File: src/rtl/ifetch_pkg.sv
// Shared types and widths for the instruction fetch unit and its buffer.
package ifetch_pkg;

    localparam int INSTR_W = 32;
    localparam int IMEM_AW = 8;

    typedef enum logic [1:0] {
        BOOT  = 2'd0,
        RUN   = 2'd1,
        FLUSH = 2'd2
    } ifetch_state_e;

    typedef struct packed {
        logic [INSTR_W-1:0] pc;
        logic [INSTR_W-1:0] instr;
    } fetch_entry_t;

endpackage

File: src/rtl/ifetch_fifo.sv
// Synchronous FIFO of fetched {pc, instr} entries; flush empties it in one cycle.
module ifetch_fifo
    import ifetch_pkg::*;
#(
    parameter  int DEPTH = 2,
    localparam int AW    = $clog2(DEPTH),
    localparam int CW    = AW + 1
) (
    input  logic          clk,
    input  logic          rst,
    input  logic          flush_i,
    input  logic          push_i,
    input  fetch_entry_t  push_data_i,
    input  logic          pop_i,
    output logic          empty_o,
    output logic [CW-1:0] count_o,
    output fetch_entry_t  head_o
);

    fetch_entry_t  mem_q [DEPTH];
    logic [AW-1:0] wr_ptr_q;
    logic [AW-1:0] rd_ptr_q;
    logic [CW-1:0] count_q;

    // Storage is cleared on reset so the head reads as zero until the first push.
    always_ff @(posedge clk) begin
        if (rst) begin
            wr_ptr_q <= '0;
            rd_ptr_q <= '0;
            count_q  <= '0;
            for (int i = 0; i < DEPTH; i++) begin
                mem_q[i] <= '0;
            end
        end else if (flush_i) begin
            wr_ptr_q <= '0;
            rd_ptr_q <= '0;
            count_q  <= '0;
        end else begin
            if (push_i) begin
                mem_q[wr_ptr_q] <= push_data_i;
                wr_ptr_q        <= wr_ptr_q + AW'(1);
            end
            if (pop_i) begin
                rd_ptr_q <= rd_ptr_q + AW'(1);
            end
            count_q <= count_q + CW'(push_i) - CW'(pop_i);
        end
    end

    assign empty_o = (count_q == '0);
    assign count_o = count_q;
    assign head_o  = mem_q[rd_ptr_q];

endmodule

File: src/rtl/instr_fetch_unit.sv
// Instruction fetch unit: credit-limited requests to a 1-cycle imem, buffered for decode.
// Optional pop/redirect statistics counters are built when IFETCH_STATS_EN is defined.
module instr_fetch_unit
    import ifetch_pkg::*;
#(
    parameter logic [31:0] RESET_PC   = 32'd0,
    parameter int          FIFO_DEPTH = 2
) (
    input  logic               clk,
    input  logic               rst,
    output logic               imem_rd_en,
    output logic [IMEM_AW-1:0] imem_addr,
    input  logic [INSTR_W-1:0] imem_data,
    input  logic               redirect_valid,
    input  logic [31:0]        redirect_pc,
    output logic               out_valid,
    input  logic               out_ready,
    output logic [INSTR_W-1:0] out_instr,
    output logic [31:0]        out_pc,
    output logic [31:0]        out_pc_plus_1,
    output ifetch_state_e      dbg_state
`ifdef IFETCH_STATS_EN
    ,
    output logic [15:0]        stat_fetched,
    output logic [15:0]        stat_flushes
`endif
);

    localparam int CW = $clog2(FIFO_DEPTH) + 1;

    ifetch_state_e state_q;
    logic [31:0]   fetch_pc_q;
    logic [31:0]   req_pc_q;
    logic          inflight_q;
    logic          fifo_empty;
    logic [CW-1:0] fifo_count;
    fetch_entry_t  head;
    fetch_entry_t  push_entry;
    logic          pop;
    logic          push;
    logic          issue;
    logic [CW:0]   credit_use;

    assign out_valid  = !fifo_empty;
    assign pop        = out_valid && out_ready;
    // Entries held plus the response on its way, less the one leaving now.
    assign credit_use = (CW+1)'(fifo_count) + (CW+1)'(inflight_q) - (CW+1)'(pop);
    assign issue      = !rst && (state_q != BOOT) && (credit_use < (CW+1)'(FIFO_DEPTH));
    assign push       = inflight_q && !redirect_valid;

    assign imem_rd_en = issue;
    assign imem_addr  = rst ? RESET_PC[IMEM_AW-1:0] : fetch_pc_q[IMEM_AW-1:0];
    assign push_entry = '{pc: req_pc_q, instr: imem_data};

    always_ff @(posedge clk) begin
        if (rst) begin
            state_q    <= BOOT;
            fetch_pc_q <= RESET_PC;
            req_pc_q   <= RESET_PC;
            inflight_q <= 1'b0;
        end else begin
            inflight_q <= issue && !redirect_valid;
            if (issue) begin
                req_pc_q <= fetch_pc_q;
            end
            if (redirect_valid) begin
                fetch_pc_q <= redirect_pc;
            end else if (issue) begin
                fetch_pc_q <= fetch_pc_q + 32'd1;
            end
            case (state_q)
                BOOT:       state_q <= RUN;
                RUN, FLUSH: state_q <= redirect_valid ? FLUSH : RUN;
                default:    state_q <= BOOT;
            endcase
        end
    end

    ifetch_fifo #(
        .DEPTH(FIFO_DEPTH)
    ) u_fifo (
        .clk         (clk),
        .rst         (rst),
        .flush_i     (redirect_valid),
        .push_i      (push),
        .push_data_i (push_entry),
        .pop_i       (pop),
        .empty_o     (fifo_empty),
        .count_o     (fifo_count),
        .head_o      (head)
    );

    assign out_instr     = head.instr;
    assign out_pc        = head.pc;
    assign out_pc_plus_1 = head.pc + 32'd1;
    assign dbg_state     = state_q;

`ifdef IFETCH_STATS_EN
    logic [15:0] stat_fetched_q;
    logic [15:0] stat_flushes_q;

    always_ff @(posedge clk) begin
        if (rst) begin
            stat_fetched_q <= '0;
            stat_flushes_q <= '0;
        end else begin
            if (pop && (stat_fetched_q != 16'hFFFF)) begin
                stat_fetched_q <= stat_fetched_q + 16'd1;
            end
            if (redirect_valid && (stat_flushes_q != 16'hFFFF)) begin
                stat_flushes_q <= stat_flushes_q + 16'd1;
            end
        end
    end

    assign stat_fetched = stat_fetched_q;
    assign stat_flushes = stat_flushes_q;
`endif

endmodule

File: config.mk
export PLATFORM = sky130hd
export DESIGN_NAME = instr_fetch_unit
export DESIGN_NICKNAME = d
export VERILOG_FILES = /design/src/rtl/ifetch_pkg.sv /design/src/rtl/ifetch_fifo.sv /design/src/rtl/instr_fetch_unit.sv
export SDC_FILE = /design/constraint.sdc
export NUM_CORES = 1
export LEC_CHECK = 0
export ABC_AREA = 1
export BUFFER_PORTS_ARGS = -buffer_cell sky130_fd_sc_hd__buf_2
export CORE_ASPECT_RATIO = 1.4
export CORE_MARGIN = 10
export CORE_UTILIZATION = 51
export DETAILED_ROUTE_END_ITERATION = 8
export PLACE_DENSITY = 0.85
export SLEW_MARGIN = 10
export SYNTH_ARGS = -nofsm -noshare
export SYNTH_HDL_FRONTEND = slang
export SYNTH_HIERARCHICAL = 1
export SYNTH_SLANG_ARGS = --single-unit
File: constraint.sdc
create_clock -name clk -period 3.4 [get_ports clk]
set_input_delay 0.68 -clock clk [delete_from_list [all_inputs] [get_ports clk]]
set_output_delay 0.68 -clock clk [all_outputs]
set_load 0.02 [all_outputs]
# Word level (Yosys, flattened, before mapping)
# Memories as Yosys holds them, arrays and structs flattened. A register that Yosys moved wholly into a read port is not among the register bits.
# Cells that the tools add are included.
# Widths: inputs -> output; s select.
# totals
input_bits,68
mem_bits_rw,128
ff_bits,71
n_memories,1
output_inout_bits,108
rom_bits,0
latchBits,0
word_cells,50
# memory_table
name,depth,word_bits,read_ports,rd_ports_with_merged_regs,write_ports,line_no,source
u_fifo.mem_q,2,64,1,1,2,ifetch_fifo.sv:20,fetch_entry_t mem_q [DEPTH];
# classes
n_shift,0
n_addsub,8
bitwise_logic,0
n_mul,0
order_cmp,1
eq_ne,2
div_mod_pow,0
mux,16
reduce_logical,15
# op_table
op,count
$add 32x1->32 const B,2
$mux 32,2
$mux 64,1
$reduce_or 64->1,1
$mux 1,10
$mux 8,1
$logic_and 1x1->1,5
$logic_not 2->1,2
$pmux 2 s2,1
$reduce_bool 2->1,2
$reduce_or 2->1,2
$add 2x1->3,1
$logic_not 1->1,3
$lt 3x2->1 const B,1
$sub 3x1->3,1
$add 1x1->1 const B,2
$add 2x1->2,1
$eq 2x1->1 const B,1
$eq 2x2->1 const B,1
$mux 2,1
$sub 2x1->2,1

# Logic depth before layout (Yosys ltp)
# Gate-level depths: netlist of run 1.
# logic_depth
word_depth,8
mapped_depth,13
ltp_nobuf,12

# Cells and area by module
# Netlist of run 1, hierarchy kept.
# modules_own_cells
module,area_per_inst_um2,n_inst,cells_per_inst,seq_area_each_um2
ifetch_fifo,5784.3,1,439,3943.8
instr_fetch_unit,4413.0,1,694,1341.3

# Worst setup path before layout of run 1
# No wires, ideal clock.
# synth_path
path_type,input-to-reg
startpoint,input redirect_valid
endpoint,"memory u_fifo/mem_q[0][0] (netlist bit), enable pin"
t_arrival_ns,3.082
setup_slack_ns,-0.105
required_ns,2.976
path_stages,9
setup_ns,0.424
path_buffers,4
path_cell_list,buf_2 > clkbuf_1 > nor2_1 > inv_1 > nor2_1 > nand2_1 > buf_4 > buf_6 > nand2_1
# synth_rtl
item,line_no,source
"start, declared",instr_fetch_unit.sv:14,"input logic redirect_valid,"
"end, declared",ifetch_fifo.sv:20,

# Worst setup path in the final report of run 1
# layout_path
startpoint,"register u_fifo.count_q[1], in the netlist u_fifo/count_o[1]"
endpoint,output imem_rd_en
# layout_between
elab_chain_cells,6
word_cells_on_any_way,7
classes_between,add/sub (2); order compare (1); reduce/logical (4)
# layout_rtl
item,line_no,source
"start, declared",ifetch_fifo.sv:23,logic [CW-1:0] count_q;
"start signal, assigned",ifetch_fifo.sv:46,count_q <= count_q + CW'(push_i) - CW'(pop_i);
$logic_not 2->1,ifetch_fifo.sv:50,assign empty_o = (count_q == '0);
named net fifo_empty,instr_fetch_unit.sv:35,logic fifo_empty;
$logic_not 1->1,instr_fetch_unit.sv:44,assign out_valid = !fifo_empty;
$logic_and 1x1->1,instr_fetch_unit.sv:45,assign pop = out_valid && out_ready;
named net pop,instr_fetch_unit.sv:39,logic pop;
$sub 3x1->3,instr_fetch_unit.sv:47,assign credit_use = (CW+1)'(fifo_count) + (CW+1)'(inflight_q) - (CW+1)'(pop);
$lt 3x2->1,instr_fetch_unit.sv:48,assign issue = !rst && (state_q != BOOT) && (credit_use < (CW+1)'(FIFO_DEPTH));
$logic_and 1x1->1,instr_fetch_unit.sv:48,
"end, declared",instr_fetch_unit.sv:11,"output logic imem_rd_en,"
# The timed path passes the listed nets, and every way through them passes these cells.

==> results.tsv, run 1 <==
metric	value	unit
result of the run	finished clean	
Slew Limit Fails	0	
# H-tree levels	4	
R2R Path Start	u_fifo/count_o[1]	
Detailed Place HPWL	19.0	mm
Leak	0.00501	µW
Sw Share	26.9	%
Worst Setup Path Type	flip-flop to output pin	
Die H	187	µm
detailed-route wire length per cell	16.5	µm
GRT Util Overall	19.3	%
initial antenna violation count	0	
core region area	19800	µm²
Min-Delay Path Class	flip-flop to flip-flop	
total net switching power	1440	µW
clk root buf	clkbuf_16	
Fin Hold WS	0.493	ns
register area	5290	µm²
First-pass DRT Iterations	6	
Starting Density	51.6	%
M1 WL	9.69	mm
Worst-Margin Slew	0.542	ns
Post-route DRC	0	
Avg Inst Size Synth	9.00	µm²
clock skew	0.0119	ns
final wirelength	26.0	mm
worst-path fanout max	5	
Synth Instances	1133	
Tmin final	3.26	ns
ANT nets after route	0	
final setup fails	0	
syn_nets	1209	
crit path cell chain	nor2_4 > nor2_2 > ha_1 > or2_2 > fa_1 > inv_1 > nor3_2 > nand2_2 > inv_2 > buf_4	
die area	26100	µm²
vias in the first global route	8121	
headroom to the max-slew limit	63.9	%
initial drt markers	622	
Final Cell Area	12000	µm²
port bufs	175	
CP bufs+invs	3	
Synth async-reset ratio	0	%
fmax	0.307	GHz
number of max-cap violations	0	
Distinct cells, synth	36	
Antenna Cells	0	
largest net degree at the start of global routing	65	
FF+latch count, synth	200	
Int Power	3900	µW
Vias	8176	
RePlAce Congestion	0.910	
CP max stage delay	0.50	ns
setup TNS	0	ns
worst skew pair latency	0.43	ns
RSZ-0062 raised after global routing	no	
clk sinks	200	
Synth top area share	37.7	%
layout cells sized above 1	28.1	%
Logic pwr share	11.5	%
Cell Pwr Density	445	nW/µm²
filler instances	1628	
Core Util, Final	60.7	%
sequential area share after synthesis	51.8	%
EDFF count, synth	128	
row count	61	
hold path start	req_pc_q[15]	
uppermost routed layer	met4	
Synth-to-Final Area Change	17.7	%
Top FF cell, synth	edfxtp_1	
area leader, netlist	edfxtp_1	
Clk network pwr share	36.8	%
Final Cycle Share	95.9	%
Nets	1388	
cell area after synthesis	10200	µm²
IO Pins	176	
Congestion Overflow GR	0	
CTS buffer count	17	
Peak VDD IR	332	µV
CTS tree	done	
DIE WIDTH	140	µm
Synth Warn #	6	
Max Root-Sink Buffers	2	
Reg clk slew, reported paths	0.07	ns
ranking of synthesized cells by area	edfxtp_1 (38%), dfxtp_1 (14%), nor2_1 (8.0%)	
CP top delay family	adder cells	
dpl cell area	11300	µm²
vias per cell	5.18	
startpoint types	flip-flop	
Worst EP arrival	2.58	ns
first-pass GRT wire length	41.1	mm
Crit. Startpoint	u_fifo/count_o[1]	
Critical-path top delay cell	fa_1	
footprint of the multi-input gates	4050	µm²
CP required	2.72	ns
met2 WL	13.9	mm
Final Power	5340	µW
Seq pwr share	51.7	%
Worst Setup End Kind	output pin	
metal3 WL	1.65	mm
final hold violation count	0	
-- layer usage --
metal	vias to the layer above	global-route usage, %
met5	-	0
met4	0	9.25
met3	44	4.32
met2	302	34.8
met1	3820	20.7
li1	4010	-
-- layout by cell type (no fill, tap or decap), types with 28 or more instances in the layout --
cell type	count
dfxtp_1	69
nor2_2	33
edfxtp_1	128
a211oi_1	32
buf_2	174
nand3_1	30
inv_1	155
xor2_1	28
o21ai_0	28
mux2_2	64
nand2_1	189
nor2_1	216
-- kinds of logic (layout without fill, tap and decap cells) --
family,Yosys count,after routing,share of synthesized area [%]
fa+ha+maj,8,8,1.06
simple gates,519,519,22.0
xor+xnor,42,42,3.61
mux,64,64,7.07
buf+inv,203,395,8.70
flops,200,200,51.8
compound gates,97,97,5.74
-- path summary, 6_finish.rpt --
kind | slack (ns) | cells after the start | endpoint
worst max register to register | 0.51 | 12 | req_pc_q[27]
worst min register to register | 0.49 | 2 | req_pc_q[15]
worst max-delay path | 0.14 | 10 | imem_rd_en
worst min-delay path | 0.49 | 2 | req_pc_q[15]
-- repair_timing --
action / CTS / global route
cloned: 0 / 1
resized for setup: 2 / 8
setup endpoints to repair: 4 / 7
hold buffers: 0 / 0
buffers inserted: 0 / 10
pin swaps: 1 / 2
-- Yosys cell counts, types with 11 or more instances --
| cell | instances |
|---|---|
| nor2_1 | 218 |
| a21oi_1 | 27 |
| dfxtp_1 | 72 |
| xnor2_1 | 14 |
| xor2_1 | 28 |
| inv_1 | 155 |
| buf_2 | 13 |
| buf_4 | 11 |
| clkbuf_1 | 11 |
| mux2_2 | 64 |
| nand3_1 | 31 |
| o21ai_0 | 28 |
| nor2_2 | 32 |
| a211oi_1 | 32 |
| nand2_1 | 192 |
| edfxtp_1 | 128 |
-- through the flow --
step | std cells | setup slack, ns
floorplan | 1133 | 0.126
global placement | 1534 | 0.209
detailed placement | 1534 | 0.120
CTS | 1566 | 0.00318
global route | 1577 | 0.00261
finish | 1577 | 0.138
-- cell type report --
type | instances | share of cell area (%)
clock buffers | 19 | 3.69
clock inverters | 13 | 1.08
inverters | 158 | 4.94
multi-input cells | 730 | 33.8
flip-flops and latches | 200 | 44.1
well taps | 252 | 2.63
repair buffers | 205 | 9.76
-- registers in the layout, summed over array words and instances (netlist names), named ones only --
register / cells
dbg_state: 2
fetch_pc_q: 32
inflight_q: 1
req_pc_q: 32
u_fifo/count_o: 2
u_fifo/mem_q: 128
u_fifo/rd_ptr_q: 1
u_fifo/wr_ptr_q: 1
-- worst min-delay path, cell delays in order (launching register included) --
cell      delay, ns
dfxtp_1        0.31
nor2_1         0.09
a211oi_1       0.05
-- power by group through the flow --
stage | Combinational, µW | Sequential, µW | Clock, µW
after floorplan | 408 | 2800 | 0
final | 614 | 2760 | 1960
after CTS | 609 | 2760 | 1990
after global routing | 678 | 2780 | 2100
after global placement | 586 | 2810 | 0
after detailed placement | 603 | 2820 | 0
(Power assumes the default switching activity.)
==> run 2, diff against run 1 <==
- MAX_ROUTING_LAYER: unset -> met4
==> results.tsv, run 2 (synthesized netlist as in run 1, its figures left out) <==
metric	value	unit
Worst-Margin Slew	0.854	ns
Peak VDD IR	320	µV
# H-tree levels	4	
CTS tree	done	
most frequent cells in the layout	nor2_1 (215), nand2_1 (189), buf_2 (175)	
First-pass DRT Iterations	6	
R2R Path Start	u_fifo/count_o[1]	
most used cell, CP	nor2_1	
CTS buffer count	17	
final wirelength	25.3	mm
Crit. Startpoint	u_fifo/count_o[1]	
row count	61	
largest net degree at the start of global routing	65	
DIE WIDTH	140	µm
Nets	1381	
Max Root-Sink Buffers	2	
IO Pins	176	
max reg flops	128	
RePlAce Congestion	0.945	
headroom to the max-slew limit	43.1	%
number of max-cap violations	0	
Reg with most FFs	u_fifo/mem_q	
GRT Util Overall	19.5	%
WHS Path Cells	2	
Synth-to-Final Area Change	17.2	%
Post-Layout Cell Count	1569	
clk sinks	200	
Worst Setup Path Type	flip-flop to output pin	
Post-route DRC	0	
CP top delay family	simple AND/OR/NAND/NOR gates	
core region area	19800	µm²
clk root buf	clkbuf_16	
Die H	187	µm
Tmin final	3.33	ns
Congestion Overflow GR	0	
Starting Density	51.6	%
Core Util, Final	60.4	%
CP required	2.72	ns
hold path start	redirect_valid	
initial drt markers	604	
fmax	0.301	GHz
detailed-route wire length per cell	16.1	µm
dpl cell area	11300	µm²
clock skew	0.0121	ns
Final Power	5340	µW
most common cell after layout, fill and taps aside	nor2_1	
Critical Path Stages	10	
worst-path fanout max	5	
crit path cell chain	nor2_1 > nor2_1 > ha_1 > or2_2 > fa_1 > inv_1 > nor3_2 > nand2_2 > inv_2 > buf_2	
Final Cycle Share	97.8	%
Worst Setup End Kind	output pin	
port bufs	175	
Worst R2R Path Depth	12	
vias in the first global route	8058	
Worst EP arrival	2.65	ns
Vias	7927	
Final Cell Area	11900	µm²
Antenna Cells	0	
Detailed Place HPWL	18.3	mm
final hold violation count	0	
setup TNS	0	ns
largest registers	u_fifo/mem_q: 128 flops, fetch_pc_q: 32 flops, req_pc_q: 32 flops	
initial antenna violation count	0	
startpoint types	flip-flop	
die area	26100	µm²
vias per cell	5.05	
ANT nets after route	0	
CP max stage delay	0.48	ns
final setup fails	0	
first-pass GRT wire length	40.4	mm
layout cells sized above 1	27.6	%
Inst Count DP	1531	
worst skew pair latency	0.44	ns
Critical-path top delay cell	fa_1	
Leak	0.00496	µW
Cell Pwr Density	447	nW/µm²
Reg clk slew, reported paths	0.07	ns
Min-Delay Path Class	primary input to flip-flop	
result of the run	finished clean	
CP bufs+invs	3	
Slew Limit Fails	0	
==> run 2: worst paths after layout <==
kind / end / slack, ns
setup / recovery: imem_rd_en / 0.07
hold / removal: u_fifo/count_o[0] / 0.49
setup reg to reg: req_pc_q[20] / 0.50
hold reg to reg: req_pc_q[11] / 0.49
==> run 2: layer usage <==
layer  vias up  share of wire (%)  GRT usage (%)  wire (µm)
li1       3991                  -              -          -
met1      3690                 40           21.2      10000
met2       212                 53           34.0      13400
met3        34                4.9           4.17       1240
met4         0                2.5           7.40        634
met5         -                  0              -          0
==> run 2: stage by stage <==
| step | hold WS (ns) | setup WS, ns |
|---|---|---|
| 4_1_cts | 0.487 | -0.00372 |
| 6_report | 0.493 | 0.0743 |
| 3_5_place_dp | 0.484 | 0.132 |
| 3_3_place_gp | 0.477 | 0.202 |
| 2_1_floorplan | 0.457 | 0.126 |
| 5_1_grt | 0.503 | -0.00279 |
==> run 2: power breakdown <==
group          total [µW]  switching (µW)  internal, µW  leakage (µW)
Sequential           2760            63.4          2700       0.00192
Combinational         609             402           207       0.00277
Clock                1970             935          1030      0.000275
==> run 2: final cells by class <==
cell class                 count  area [µm²]
fill                        1703        7820
inverter                     158         593
timing repair buffer         198        1120
multi-input combinational    730        4060
tap                          252         315
clock buffer                  18         429
sequential                   200        5290
clock inverter                13         140
==> run 2: repair_timing <==
| action | in CTS | in global routing |
|---|---|---|
| cloned | 1 | 0 |
| endpoints found under the hold margin | 0 | 0 |
| resized for setup | 2 | 5 |
| setup endpoints to repair | 4 | 10 |
| setup buffers | 0 | 6 |
| pin swaps | 0 | 2 |
| hold buffers | 0 | 0 |
